[config.mk]
export PLATFORM = sky130hd
export DESIGN_NAME = instr_fetch
export DESIGN_NICKNAME = d
export VERILOG_FILES = /design/src/rtl/instr_fetch.sv
export SDC_FILE = /design/constraint.sdc
export NUM_CORES = 1
export LEC_CHECK = 0
export BUFFER_PORTS_ARGS = -buffer_cell sky130_fd_sc_hd__buf_2
export CORE_MARGIN = 2
export CORE_UTILIZATION = 50
export DETAILED_ROUTE_END_ITERATION = 8
export PLACE_DENSITY = 0.76
export SLEW_MARGIN = 20
export SYNTH_ARGS = -nofsm -noshare
export SYNTH_HDL_FRONTEND = slang
export SYNTH_SLANG_ARGS = --single-unit
[constraint.sdc]
create_clock -name clk -period 4.15 [get_ports clk]
set_clock_uncertainty 0.15 [all_clocks]
set_input_delay 0.83 -clock clk [delete_from_list [all_inputs] [get_ports clk]]
set_output_delay 0.83 -clock clk [all_outputs]
set_load 0.02 [all_outputs]
[src/rtl/instr_fetch.sv]
`default_nettype none
//==============================================================================
// Module   : instr_fetch
// Brief    : Fetch stage with credit-limited imem requests, an in-order response
//            queue toward decode, and redirect flush with stale-response discard.
// Revision : 1.0 - initial release
//==============================================================================
module instr_fetch #(
    parameter int unsigned     XLEN     = 32,
    parameter int unsigned     ILEN     = 32,
    parameter logic [XLEN-1:0] RESET_PC = {XLEN{1'b0}},
    parameter int unsigned     QDEPTH   = 2
) (
    input  logic            clk,
    input  logic            rst_n,
    output logic            imem_req_valid,
    input  logic            imem_req_ready,
    output logic [XLEN-1:0] imem_req_addr,
    input  logic            imem_rsp_valid,
    input  logic [ILEN-1:0] imem_rsp_data,
    output logic            instr_valid,
    input  logic            instr_ready,
    output logic [ILEN-1:0] instr,
    output logic [XLEN-1:0] instr_pc,
    input  logic            redirect_valid,
    input  logic [XLEN-1:0] redirect_pc
);

    localparam int unsigned       c_CNT_W    = $clog2(QDEPTH + 1);
    localparam int unsigned       c_PTR_W    = (QDEPTH > 1) ? $clog2(QDEPTH) : 1;
    localparam logic [c_CNT_W:0]  c_QDEPTH   = (c_CNT_W + 1)'(QDEPTH);
    localparam logic [c_PTR_W-1:0] c_PTR_LAST = c_PTR_W'(QDEPTH - 1);
    localparam logic [XLEN-1:0]   c_STEP     = XLEN'(4);

    logic [XLEN-1:0]    r_fetch_pc;
    logic [XLEN-1:0]    r_resp_pc;
    logic [c_CNT_W-1:0] r_count;
    logic [c_CNT_W-1:0] r_outstanding;
    logic [c_CNT_W-1:0] r_discard;
    logic [c_PTR_W-1:0] r_rd_ptr;
    logic [c_PTR_W-1:0] r_wr_ptr;
    logic [ILEN-1:0]    r_q_instr [QDEPTH];
    logic [XLEN-1:0]    r_q_pc    [QDEPTH];

    logic               w_credit;
    logic               w_req_fire;
    logic               w_push;
    logic               w_pop;
    logic               w_head_valid;
    logic [XLEN-1:0]    w_redirect_aligned;
    logic               w_unused;

    function automatic logic [c_PTR_W-1:0] f_ptr_next(input logic [c_PTR_W-1:0] ptr);
        return (ptr == c_PTR_LAST) ? '0 : ptr + c_PTR_W'(1);
    endfunction

    // Queued words plus in-flight requests may never exceed the queue size.
    assign w_credit           = ({1'b0, r_count} + {1'b0, r_outstanding}) < c_QDEPTH;
    assign imem_req_valid     = rst_n && w_credit && !redirect_valid;
    assign imem_req_addr      = r_fetch_pc;
    assign w_req_fire         = imem_req_valid && imem_req_ready;
    assign w_push             = imem_rsp_valid && !redirect_valid && (r_discard == '0);
    assign w_head_valid       = (r_count != '0);
    assign instr_valid        = w_head_valid && !redirect_valid;
    assign w_pop              = instr_valid && instr_ready;
    assign instr              = w_head_valid ? r_q_instr[r_rd_ptr] : '0;
    assign instr_pc           = w_head_valid ? r_q_pc[r_rd_ptr]    : '0;
    assign w_redirect_aligned = {redirect_pc[XLEN-1:2], 2'b00};
    assign w_unused           = ^redirect_pc[1:0];

    always_ff @(posedge clk or negedge rst_n) begin
        if (!rst_n) begin
            r_fetch_pc    <= RESET_PC;
            r_resp_pc     <= RESET_PC;
            r_count       <= '0;
            r_outstanding <= '0;
            r_discard     <= '0;
            r_rd_ptr      <= '0;
            r_wr_ptr      <= '0;
        end else if (redirect_valid) begin
            // Everything still in flight after this cycle belongs to the old path.
            r_fetch_pc    <= w_redirect_aligned;
            r_resp_pc     <= w_redirect_aligned;
            r_count       <= '0;
            r_rd_ptr      <= '0;
            r_wr_ptr      <= '0;
            r_outstanding <= r_outstanding - c_CNT_W'(imem_rsp_valid);
            r_discard     <= r_outstanding - c_CNT_W'(imem_rsp_valid);
        end else begin
            if (w_req_fire) begin
                r_fetch_pc <= r_fetch_pc + c_STEP;
            end
            r_outstanding <= r_outstanding + c_CNT_W'(w_req_fire) - c_CNT_W'(imem_rsp_valid);
            if (imem_rsp_valid && (r_discard != '0)) begin
                r_discard <= r_discard - c_CNT_W'(1);
            end
            if (w_push) begin
                r_resp_pc <= r_resp_pc + c_STEP;
                r_wr_ptr  <= f_ptr_next(r_wr_ptr);
            end
            if (w_pop) begin
                r_rd_ptr <= f_ptr_next(r_rd_ptr);
            end
            r_count <= r_count + c_CNT_W'(w_push) - c_CNT_W'(w_pop);
        end
    end

    always_ff @(posedge clk) begin
        if (w_push) begin
            r_q_instr[r_wr_ptr] <= imem_rsp_data;
            r_q_pc[r_wr_ptr]    <= r_resp_pc;
        end
    end

endmodule
`default_nettype wire

==> results of run 1 <==
==> cell usage after synthesis (all sizes together), types with 8 or more instances <==
library cell	n
and3	13
buf	11
clkbuf	20
dfrtp	68
edfxtp	124
ha	8
inv	14
mux2i	65
nand2	57
nand3	32
nand4	16
nor2	86
nor3	9
o211ai	14
o21ai	45
o311ai	12
xnor2	20
xor2	21
==> cell families after synthesis <==
| group | count (synthesis) |
|---|---|
| buffers and inverters | 46 |
| XOR/XNOR | 41 |
| multiplexers | 67 |
| other | 1 |
| flip-flops | 192 |
| AND/OR/NAND/NOR | 245 |
| adder cells (fa/ha/maj) | 9 |
| AO/OA/AOI/OAI | 89 |
==> layout make-up <==
type	count	share of cell area, %
multi-input cells	455	29.2
inverters	15	0.547
well taps	220	2.68
flip-flops and latches	192	52.8
clock buffers	20	4.76
clock inverters	12	0.888
repair buffers	172	9.12
==> state kept, by name (all words and copies together) (netlist names) <==
| name | count |
|---|---|
| r_outstanding | 2 |
| r_wr_ptr | 1 |
| r_rd_ptr | 1 |
| r_resp_pc | 30 |
| r_q_pc | 60 |
| r_discard | 2 |
| r_q_instr | 64 |
| r_count | 2 |
| imem_req_addr | 30 |
==> how the worst max path moves through the flow <==
stage	startpoint	end	slack (ns)	depth (start not counted)
finish	r_count[0]$_DFF_PN0_	imem_req_valid	1.05	4
floorplan	redirect_valid	r_q_instr[0][0]$_DFFE_PP_	-0.52	4
CTS	r_rd_ptr$_DFFE_PN0P_	instr_pc[8]	1.01	4
global route	r_rd_ptr$_DFFE_PN0P_	instr_pc[8]	0.95	4
detailed placement	rst_n	imem_req_addr[26]$_DFFE_PN0P_	1.19	8
global placement	rst_n	imem_req_addr[26]$_DFFE_PN0P_	1.23	8
==> where the power goes <==
| part | leakage, nW | switching, mW | total [mW] | internal, mW |
|---|---|---|---|---|
| clock | 0.290 | 0.700 | 1.57 | 0.866 |
| sequential | 1.95 | 0.194 | 2.45 | 2.25 |
| combinational | 1.78 | 0.779 | 1.25 | 0.472 |
==> worst register-to-register path: cells and delay by family (launching register included) <==
family,cells,cell delay (ns)
AND/OR/NAND/NOR,5,1.16
flip-flops,1,0.44
buffers and inverters,2,0.42
adder cells (fa/ha/maj),1,0.49
AO/OA/AOI/OAI,1,0.19
==> metal layers <==
layer | wire (µm) | part of all wire [%] | up-vias | track usage (%)
li1 | - | - | 2860 | -
met1 | 8190 | 45 | 2754 | 28.5
met2 | 8240 | 46 | 233 | 31.1
met3 | 1410 | 7.8 | 21 | 5.26
met4 | 259 | 1.4 | 0 | 7.06
met5 | 0 | 0 | - | 0
==> metrics by stage <==
step | hold WS (ns) | worst slack, ns | setup TNS, ns | cell area [µm²] | util [%]
global placement | 0.343 | 1.23 | 0 | 9700 | 58.1
detailed placement | 0.348 | 1.19 | 0 | 9700 | 58.1
global route | 0.132 | 0.947 | 0 | 10300 | 61.6
finish | 0.137 | 1.05 | 0 | 10300 | 61.6
CTS | 0.130 | 1.01 | 0 | 10300 | 61.6
floorplan | 0.301 | -0.524 | -64.98 | 8600 | -
==> placed cells by master (no fill, tap or decap), drive strengths merged, types with 2 or more instances in the layout <==
cell type,count
edfxtp,124
nor2,86
and2,3
or4,4
mux2i,65
o31a,2
xnor2,20
o211ai,14
a21oi,3
clkbuf,20
nor3,9
buf,172
o311ai,12
dfrtp,68
nand4,16
nand3,32
a31oi,2
inv,22
xor2,21
mux2,2
conb,4
a311o,2
nor2b,2
nor4,4
a22oi,2
nand2b,2
o21ai,45
and4,7
ha,8
o21a,2
nand4b,2
nand2,57
or3,3
and3,13
nor3b,2
clkinv,4
==> key figures, run 1 <==
GRT
  – Initial antenna violation count: 0
  – Total grt overflow: 0
  – Global-route wire length before repair: 28.5 mm
  – Vias in the first global route: 5615
  – Largest net degree at the start of global routing: 63
  – Overall global routing resource usage: 20.4%

Outcome
  – Status: completed

Critical path
  – Critical path class: reg -> out
  – CP max stage cell: fa_1
  – Reg2reg end: imem_req_addr[26]$_DFFE_PN0P_
  – Reg2reg path depth: 9
  – CP startpoint kind: flip-flop
  – CP Max Fanout: 4
  – CP Capture Type: output port
  – Critical path required time: roughly 3.2 ns
  – Delay-heaviest family, CP: simple AND/OR/NAND/NOR gates
  – R2R Path Start: r_count[0]$_DFF_PN0_
  – Register-to-register setup slack: 1.19 ns
  – Worst Path Buf+Inv: 1
  – Slowest stage delay, CP: a little under 0.5 ns
  – Worst path cell trace: and2_1, fa_1, nor4b_4, buf_2
  – Worst Path Arrival: 2.12 ns

Synth
  – Synth Warn #: 0
  – Xor and xnor fraction of the mapped netlist area: 4.18%
  – Top cell type by total area after synthesis: edfxtp_1
  – Synthesized flop and latch total: 192
  – Netlist cell types: 57
  – Sequential-to-total area share from yosys stat: 63.1%
  – Synth Flop Type: edfxtp_1
  – Cell count after synthesis: 690
  – Multiplexer area fraction after synthesis: 7.83%
  – Largest family of logic cells by synthesized area: simple AND/OR/NAND/NOR gates
  – Post-synth EDFFs: 124
  – Mean Syn Cell Area: 12.5 µm²
  – Synth top area share: a little over two fifths
  – Top cells by area, synth: edfxtp_1 (43%), dfrtp_1 (20%), mux2i_1 (7.6%), nor2_1 (3.8%), nand2_1 (2.5%)
  – Synth Area in Adders: under 10%
  – Post-Synth Simple-Gate Area: 14.4%
  – Synthesized area: 0.00859 mm²
  – Synth Area in Compound Gates: 6.77%
  – Synth async-reset ratio: 35.4%

Layout
  – Area growth syn-to-layout: 19.7%
  – Ant. Diodes: 0
  – Share of layout cells above drive strength 1: 25.5%
  – Nets: 932
  – Footprint of the multi-input gates: 0.00301 mm²
  – Fill count: 1338
  – Register area: 0.00543 mm²
  – Non-Filler Instances: 1086

CTS
  – Reg clk slew, reported paths: 0.07 ns
  – # resized after CTS: 0
  – Clock buffer depth: 2
  – Clk sinks: ~190
  – CTS Hold Bufs: 0
  – CTS tree: yes
  – H-tree lvl count: 4
  – Later-pin clock latency in the skew report: 0.43 ns
  – Clock root buffer: clkbuf_16
  – CTS Buf Count: 17
  – Post-CTS Setup Bufs: 0

Drt
  – Wire per inst: between 15 and 20 µm
  – Via density: 5.40
  – Final wirelength: approximately 18 mm
  – DR vias: 5868
  – Remaining DRCs: 0
  – DRT Pass-1 Iters: 5
  – Antenna Nets Post-Route: 0
  – DR iter-0 viols: approximately 320

Floorplan
  – Width of the die: 135 µm
  – Die ar.: about 0.018 mm²
  – Core Box Area: roughly 0.017 mm²
  – Row count: 47
  – Initial core utilization: around half
  – Chip height: 135 µm
  – I/O pins: 168

STA
  – RSZ-0062 raised after global routing: false
  – FMAX: 0.322 GHz
  – Pins over their slew limit: 0
  – Final Hold Viols: 0
  – Slew margin rel.: 43.0%
  – Min Tclk post-route: 3.10 ns
  – Setup violators final: 0
  – Worst Max-Slew Pin Slew: 0.847 ns
  – Final Cycle Share: 74.7%

Hold path
  – Worst min-delay path class: in -> async

Power and ir drop
  – VDD IR max: slightly above 0.3 mV
  – Total Power: 5.27 mW
  – Pwr Density: between 500 and 600 mW/mm²
  – Pleak: 4.02 nW

Placed design
  – Routability congestion estimate: 0.888
  – Detailed Place HPWL: 12.6 mm
  – # port buffers: 161
  – Cells after DPL: 1054

Job
  – Total of max-cap violations: 0
Note: power is estimated with default switching activity, not from simulation.
==> run 2: changes to the inputs <==
CORE_UTILIZATION = 55   (was 50)
PLACE_DENSITY = 0.8   (was 0.76)
clock period = 2.9 ns   (was 4.15 ns; I/O delays follow)
==> key figures, run 2 (synthesis results as in run 1) <==
Critical path
  – Worst path cell trace: and2_4, fa_1, nor4b_4, buf_2 (was and2_1, fa_1, nor4b_4, buf_2)
  – Worst Path Buf+Inv: 1 (unchanged)
  – Critical path required time: 2.17 ns (was 3.17 ns)
  – Critical path class: reg -> out (unchanged)
  – CP Max Fanout: 4 (unchanged)
  – Worst Path Arrival: 2.08 ns (was 2.12 ns)
  – CP Capture Type: output port (unchanged)
  – CP max stage cell: fa_1 (unchanged)
  – Delay-heaviest family, CP: simple AND/OR/NAND/NOR gates (unchanged)
  – Register-to-register setup slack: 0.11 ns (was 1.19 ns)
  – Slowest stage delay, CP: 0.48 ns (was 0.49 ns)
  – CP startpoint kind: flip-flop (unchanged)

Power and ir drop
  – Total Power: 7.61 mW (was 5.27 mW)
  – Clock share of power: 29.5% (was 29.7%)
  – Share of power burned in combinational logic: 24.7% (was 23.8%)
  – Int Power: 5.21 mW (was 3.59 mW)
  – Sequential fraction of design power: 45.8% (was 46.5%)
  – Pleak: 4.05 nW (was 4.02 nW)
  – Psw: 2.40 mW (was 1.67 mW)
  – Sw Ratio: 31.6% (was 31.8%)
  – VDD IR max: 0.499 mV (was 0.308 mV)
  – Pwr Density: 732 mW/mm² (was 512 mW/mm²)

Layout
  – Top Registers: r_q_instr (64), r_q_pc (60) (unchanged)
  – Nets: 941 (was 932)
  – Share of layout cells above drive strength 1: 26.7% (was 25.5%)
  – Fill count: 1133 (was 1338)
  – Most frequent cells in the layout: buf_2 (161), edfxtp_1 (124), nor2_1 (83), dfrtp_1 (66), mux2i_1 (65) (was buf_2 (161), edfxtp_1 (124), nor2_1 (83), dfrtp_1 (67), mux2i_1 (65))
  – Finished Cell Area: 0.0104 mm² (was 0.0103 mm²)
  – Fin util: 68.1% (was 61.6%)
  – Max FFs per register: 64 (unchanged)
  – Non-Filler Instances: 1086 (unchanged)
  – Ant. Diodes: 0 (unchanged)
  – Top reg by flops: r_q_instr (unchanged)
  – Most common cell after layout, fill and taps aside: buf_2 (unchanged)
  – Register area: 0.00543 mm² (about the same)
  – Area growth syn-to-layout: 20.9% (was 19.7%)
  – Footprint of the multi-input gates: 0.00304 mm² (was 0.00301 mm²)

Drt
  – DR iter-0 viols: 595 (was 319)
  – Remaining DRCs: 0 (unchanged)
  – Final wirelength: 18.3 mm (was 18.1 mm)
  – Wire per inst: 16.9 µm (was 16.7 µm)
  – DRT Pass-1 Iters: 6 (was 5)
  – DR vias: 6067 (was 5868)
  – Via density: 5.59 (was 5.40)
  – Antenna Nets Post-Route: 0 (unchanged)

CTS
  – H-tree lvl count: 4 (unchanged)
  – Later-pin clock latency in the skew report: 0.43 ns (about the same)
  – CTS Buf Count: 17 (unchanged)
  – Clock root buffer: clkbuf_16 (unchanged)
  – CTS tree: yes (unchanged)
  – CTS Hold Bufs: 0 (unchanged)
  – Clk sinks: 192 (unchanged)
  – Reg clk slew, reported paths: 0.07 ns (about the same)
  – Clock buffer depth: 2 (unchanged)

Floorplan
  – Initial core utilization: 56.3% (was 51.5%)
  – Chip height: 129 µm (was 135 µm)
  – Core Box Area: 0.0153 mm² (was 0.0167 mm²)
  – Die ar.: 0.0166 mm² (was 0.0183 mm²)
  – Row count: 45 (was 47)
  – Width of the die: 129 µm (was 135 µm)
  – I/O pins: 168 (unchanged)

STA
  – Setup WS post-layout: 0.0913 ns (was 1.05 ns)
  – Setup TNS: 0 ns (unchanged)
  – Final Cycle Share: 96.9%
  – FMAX: around 0.36 GHz
  – Final Hold Viols: 0 (unchanged)
  – Pins over their slew limit: 0 (unchanged)
  – Setup violators final: 0 (unchanged)
  – Fin Hold WS: 0.189 ns (was 0.137 ns)
  – RSZ-0062 raised after global routing: false (unchanged)
  – Min Tclk post-route: about 2.8 ns
  – Slew margin rel.: 41.3% (was 43.0%)
  – Worst Max-Slew Pin Slew: 0.881 ns (was 0.847 ns)

GRT
  – Initial antenna violation count: 0 (unchanged)
  – Largest net degree at the start of global routing: 69 (was 63)
  – Global-route wire length before repair: 29.2 mm (was 28.5 mm)
  – Total grt overflow: 0 (unchanged)
  – Vias in the first global route: 5792 (was 5615)
  – Overall global routing resource usage: 22.8% (was 20.4%)

Outcome
  – Status: completed (unchanged)

Placed design
  – Cells after DPL: 1053 (was 1054)
  – Post-DP Area: 0.00981 mm² (was 0.00970 mm²)
  – Detailed Place HPWL: 13.1 mm (was 12.6 mm)
  – # port buffers: 161 (unchanged)
  – Worst slack, placed: 0.0914 ns (was 1.19 ns)
  – Routability congestion estimate: 0.890 (was 0.888)

Hold path
  – Worst min-delay path class: in -> reg (was in -> async)

Job
  – Total of max-cap violations: 0 (unchanged)
==> run 2: cell count changes in the layout (fill, tap and decap cells not counted), sizes merged <==
cell	change
inv	-6
clkbuf	-1
clkinvlp	+3
bufinv	+2
buf	+9
clkinv	+2
==> run 2: path summary, 6_finish.rpt <==
path / startpoint / to / cells past startpoint
hold reg to reg: r_resp_pc[31]$_DFFE_PN0N_ / r_q_pc[0][31]$_DFFE_PP_ / 0
hold / removal: imem_rsp_data[16] / r_q_instr[1][16]$_DFFE_PP_ / 1
min in group asynchronous: rst_n / imem_req_addr[24]$_DFFE_PN0P_ / 2
setup / recovery: r_outstanding[0]$_DFF_PN0_ / imem_req_valid / 4
max in group asynchronous: rst_n / r_rd_ptr$_DFFE_PN0P_ / 2
setup reg to reg: r_outstanding[0]$_DFF_PN0_ / r_outstanding[1]$_DFF_PN0_ / 11
==> run 2: cell type report <==
cell class	count	share of cell area [%]
inverter	15	0.542
tap	211	2.54
clock inverter	13	1.32
sequential	192	52.3
clock buffer	19	4.17
multi-input combinational	455	29.2
timing repair buffer	181	9.93
==> run 2: routing by layer <==
layer / global-route usage (%) / wire, µm / vias to the layer above
li1: - / - / 2879
met5: 0 / 0 / -
met4: 7.10 / 330 / 0
met1: 31.6 / 8010 / 2891
met3: 5.16 / 1400 / 27
met2: 36.5 / 8560 / 270
==> run 2: worst reg2reg max path, stage by stage, from the launching register on <==
cell     delay, ns
dfrtp_1       0.42
and2_4        0.17
fa_1          0.48
nor4b_4       0.34
and2_4        0.20
inv_2         0.04
ha_4          0.25
inv_2         0.04
ha_4          0.15
xnor2_1       0.16
o21ai_1       0.10
xor2_1        0.16
==> run 2: power by group through the flow <==
stage | registers [mW] | logic [mW] | clock network [mW]
floorplan | 3.52 | 1.23 | 0
global placement | 3.52 | 1.84 | 0
detailed placement | 3.53 | 1.87 | 0
CTS | 3.48 | 1.89 | 2.28
global route | 3.52 | 2.06 | 2.39
finish | 3.48 | 1.88 | 2.25
==> run 2: timing repair <==
action	in CTS	in global routing
buffers inserted	0	1
endpoints found under the setup margin	0	6
resized for setup	0	1
==> run 3: changes to the inputs <==
BUFFER_PORTS_ARGS = -buffer_cell sky130_fd_sc_hd__buf_4   (was -buffer_cell sky130_fd_sc_hd__buf_2)
==> key figures, run 3 (synthesis results as in run 1) <==
Outcome
  – Status: completed (unchanged)

Floorplan
  – Initial core utilization: 56.3% (unchanged)
  – Chip height: 129 µm (unchanged)
  – Row count: 45 (unchanged)
  – Core Box Area: 0.0153 mm² (unchanged)
  – Width of the die: 129 µm (unchanged)
  – I/O pins: 168 (unchanged)
  – Die ar.: 0.0166 mm² (unchanged)

GRT
  – Total grt overflow: 0 (unchanged)
  – Vias in the first global route: 5813 (was 5792)
  – Initial antenna violation count: 0 (unchanged)
  – Global-route wire length before repair: 29.4 mm (was 29.2 mm)
  – Overall global routing resource usage: 23.1% (was 22.8%)
  – Largest net degree at the start of global routing: 69 (unchanged)

Critical path
  – Worst Path Buf+Inv: 1 (unchanged)
  – Critical path class: reg -> out (unchanged)
  – Worst path cell trace: and2_4, fa_2, nor4b_4, buf_4 (was and2_4, fa_1, nor4b_4, buf_2)
  – Slowest stage delay, CP: 0.47 ns (was 0.48 ns)
  – CP max stage cell: fa_2 (was fa_1)
  – Worst Path Arrival: 2.01 ns (was 2.08 ns)
  – CP startpoint kind: flip-flop (unchanged)
  – R2R Path Start: r_outstanding[0]$_DFF_PN0_ (unchanged)
  – CP Max Fanout: 4 (unchanged)
  – Critical path required time: 2.17 ns (about the same)
  – Crit path from: r_outstanding[0]$_DFF_PN0_ (unchanged)
  – CP Capture Type: output port (unchanged)
  – Delay-heaviest family, CP: simple AND/OR/NAND/NOR gates (unchanged)

Drt
  – Wire per inst: 17.5 µm (was 16.9 µm)
  – DRT Pass-1 Iters: 5 (was 6)
  – DR vias: 6086 (was 6067)
  – DR iter-0 viols: 437 (was 595)
  – Final wirelength: 19.0 mm (was 18.3 mm)
  – Antenna Nets Post-Route: 0 (unchanged)
  – Via density: 5.61 (was 5.59)
  – Remaining DRCs: 0 (unchanged)

STA
  – Setup TNS: 0 ns (unchanged)
  – RSZ-0062 raised after global routing: false (unchanged)
  – Final Cycle Share: 94.5% (was 96.9%)
  – FMAX: 0.365 GHz (was 0.356 GHz)
  – Worst Max-Slew Pin Slew: 0.859 ns (was 0.881 ns)
  – Min Tclk post-route: 2.74 ns (was 2.81 ns)
  – Final Hold Viols: 0 (unchanged)
  – Slew margin rel.: 42.7% (was 41.3%)
  – Setup violators final: 0 (unchanged)
  – Setup WS post-layout: 0.159 ns (was 0.0913 ns)
  – Pins over their slew limit: 0 (unchanged)

Hold path
  – Hold_sp: imem_rsp_data[9] (was imem_rsp_data[16])
  – Worst min-delay path class: in -> reg (unchanged)

CTS
  – Clock root buffer: clkbuf_16 (unchanged)
  – Reg clk slew, reported paths: 0.07 ns (about the same)
  – Post-CTS Setup Bufs: 0 (unchanged)
  – CTS tree: yes (unchanged)
  – CTS Buf Count: 17 (unchanged)
  – CTS Hold Bufs: 0 (unchanged)
  – H-tree lvl count: 4 (unchanged)
  – Clk sinks: 192 (unchanged)
  – Later-pin clock latency in the skew report: 0.43 ns (about the same)
  – Clock buffer depth: 2 (unchanged)

Placed design
  – Detailed Place HPWL: 13.0 mm (was 13.1 mm)
  – Post-DP Area: 0.0102 mm² (was 0.00981 mm²)
  – Cells after DPL: 1052 (was 1053)
  – Routability congestion estimate: 0.894 (was 0.890)
  – Worst slack, placed: 0.111 ns (was 0.0914 ns)
  – # port buffers: 161 (unchanged)

Layout
  – Finished Cell Area: 0.0108 mm² (was 0.0104 mm²)
  – Top reg by flops: r_q_instr (unchanged)
  – Max FFs per register: 64 (unchanged)
  – Most common cell after layout, fill and taps aside: buf_4 (was buf_2)
  – Ant. Diodes: 0 (unchanged)
  – Non-Filler Instances: 1084 (was 1086)
  – Nets: 939 (was 941)
  – Top Registers: r_q_instr (64), r_q_pc (60) (unchanged)
  – Share of layout cells above drive strength 1: 26.8% (was 26.7%)
  – Area growth syn-to-layout: 25.4% (was 20.9%)
  – Most frequent cells in the layout: buf_4 (175), edfxtp_1 (124), nor2_1 (82), dfrtp_1 (67), mux2i_1 (65) (was buf_2 (161), edfxtp_1 (124), nor2_1 (83), dfrtp_1 (66), mux2i_1 (65))

Power and ir drop
  – Sequential fraction of design power: 44.4% (was 45.8%)
  – Pleak: 4.13 nW (was 4.05 nW)
  – Clock share of power: 29.5% (about the same)
  – Share of power burned in combinational logic: 26.1% (was 24.7%)
  – Pwr Density: 732 mW/mm² (about the same)
  – VDD IR max: 0.518 mV (was 0.499 mV)
  – Psw: 2.42 mW (was 2.40 mW)
  – Int Power: 5.46 mW (was 5.21 mW)
  – Sw Ratio: 30.7% (was 31.6%)

Job
  – Total of max-cap violations: 0 (unchanged)
## run 3: cell count changes in the layout (fill, tap and decap cells not counted), moves of 2 or more
cell	delta
buf_2	-161
buf_4	+161
buf_12	-2
clkinvlp_4	-2
## run 3: metrics by stage
step                      hold WS (ns)  util, %  power [mW]
final                            0.186     70.6        7.88
after global routing             0.168     70.6        8.23
after CTS                        0.167     70.6        7.93
after detailed placement         0.363     66.7        5.60
after global placement           0.340     66.7        5.55
after floorplan                  0.134        -        4.74
## run 3: worst paths after layout
| path | endpoint | slack (ns) | cells after the start |
|---|---|---|---|
| worst min register to register | r_q_pc[0][31]$_DFFE_PP_ | 0.38 | 0 |
| max in group asynchronous | r_rd_ptr$_DFFE_PN0P_ | 1.71 | 2 |
| min in group asynchronous | imem_req_addr[31]$_DFFE_PN0P_ | 0.25 | 2 |
| worst max-delay path | imem_req_valid | 0.16 | 4 |
| worst min-delay path | r_q_instr[0][9]$_DFFE_PP_ | 0.19 | 1 |
| worst max register to register | r_outstanding[1]$_DFF_PN0_ | 0.18 | 11 |
## run 3: what timing repair did
item | CTS | global route
resized for setup | 0 | 2
endpoints found under the hold margin | 0 | 0
setup endpoints to repair | 0 | 2
## run 3: routing by layer
layer	vias up	routed length, µm	GRT usage (%)
li1	2867	-	-
met1	2957	8610	32.6
met2	244	8790	36.2
met3	18	1360	5.41
met4	0	227	7.16
met5	-	0	0
## run 3: area by class of cell
cell class              count  area (µm²)
clock inverters            14         163
clock buffers              18         429
multi-input cells         455        3040
flip-flops and latches    192        5430
fillers                  1055        4480
inverters                  15        56.3
repair buffers            179        1390
well taps                 211         264
## run 3: worst reg2reg max path: stages (launching register included)
cell     delay [ns]
dfrtp_1        0.37
and2_4         0.16
fa_2           0.47
nor4b_4        0.37
and2_4         0.21
inv_2          0.04
ha_4           0.25
inv_2          0.04
ha_4           0.14
xnor2_1        0.14
o21ai_1        0.10
xor2_1         0.15
## run 3: power by group through the flow
stage                     sequential, mW  clock (mW)  combinational (mW)
after floorplan                     3.52           0                1.23
after global placement              3.53           0                2.02
after detailed placement            3.55           0                2.06
after CTS                           3.49        2.37                2.07
after global routing                3.54        2.46                2.24
final                               3.50        2.33                2.06
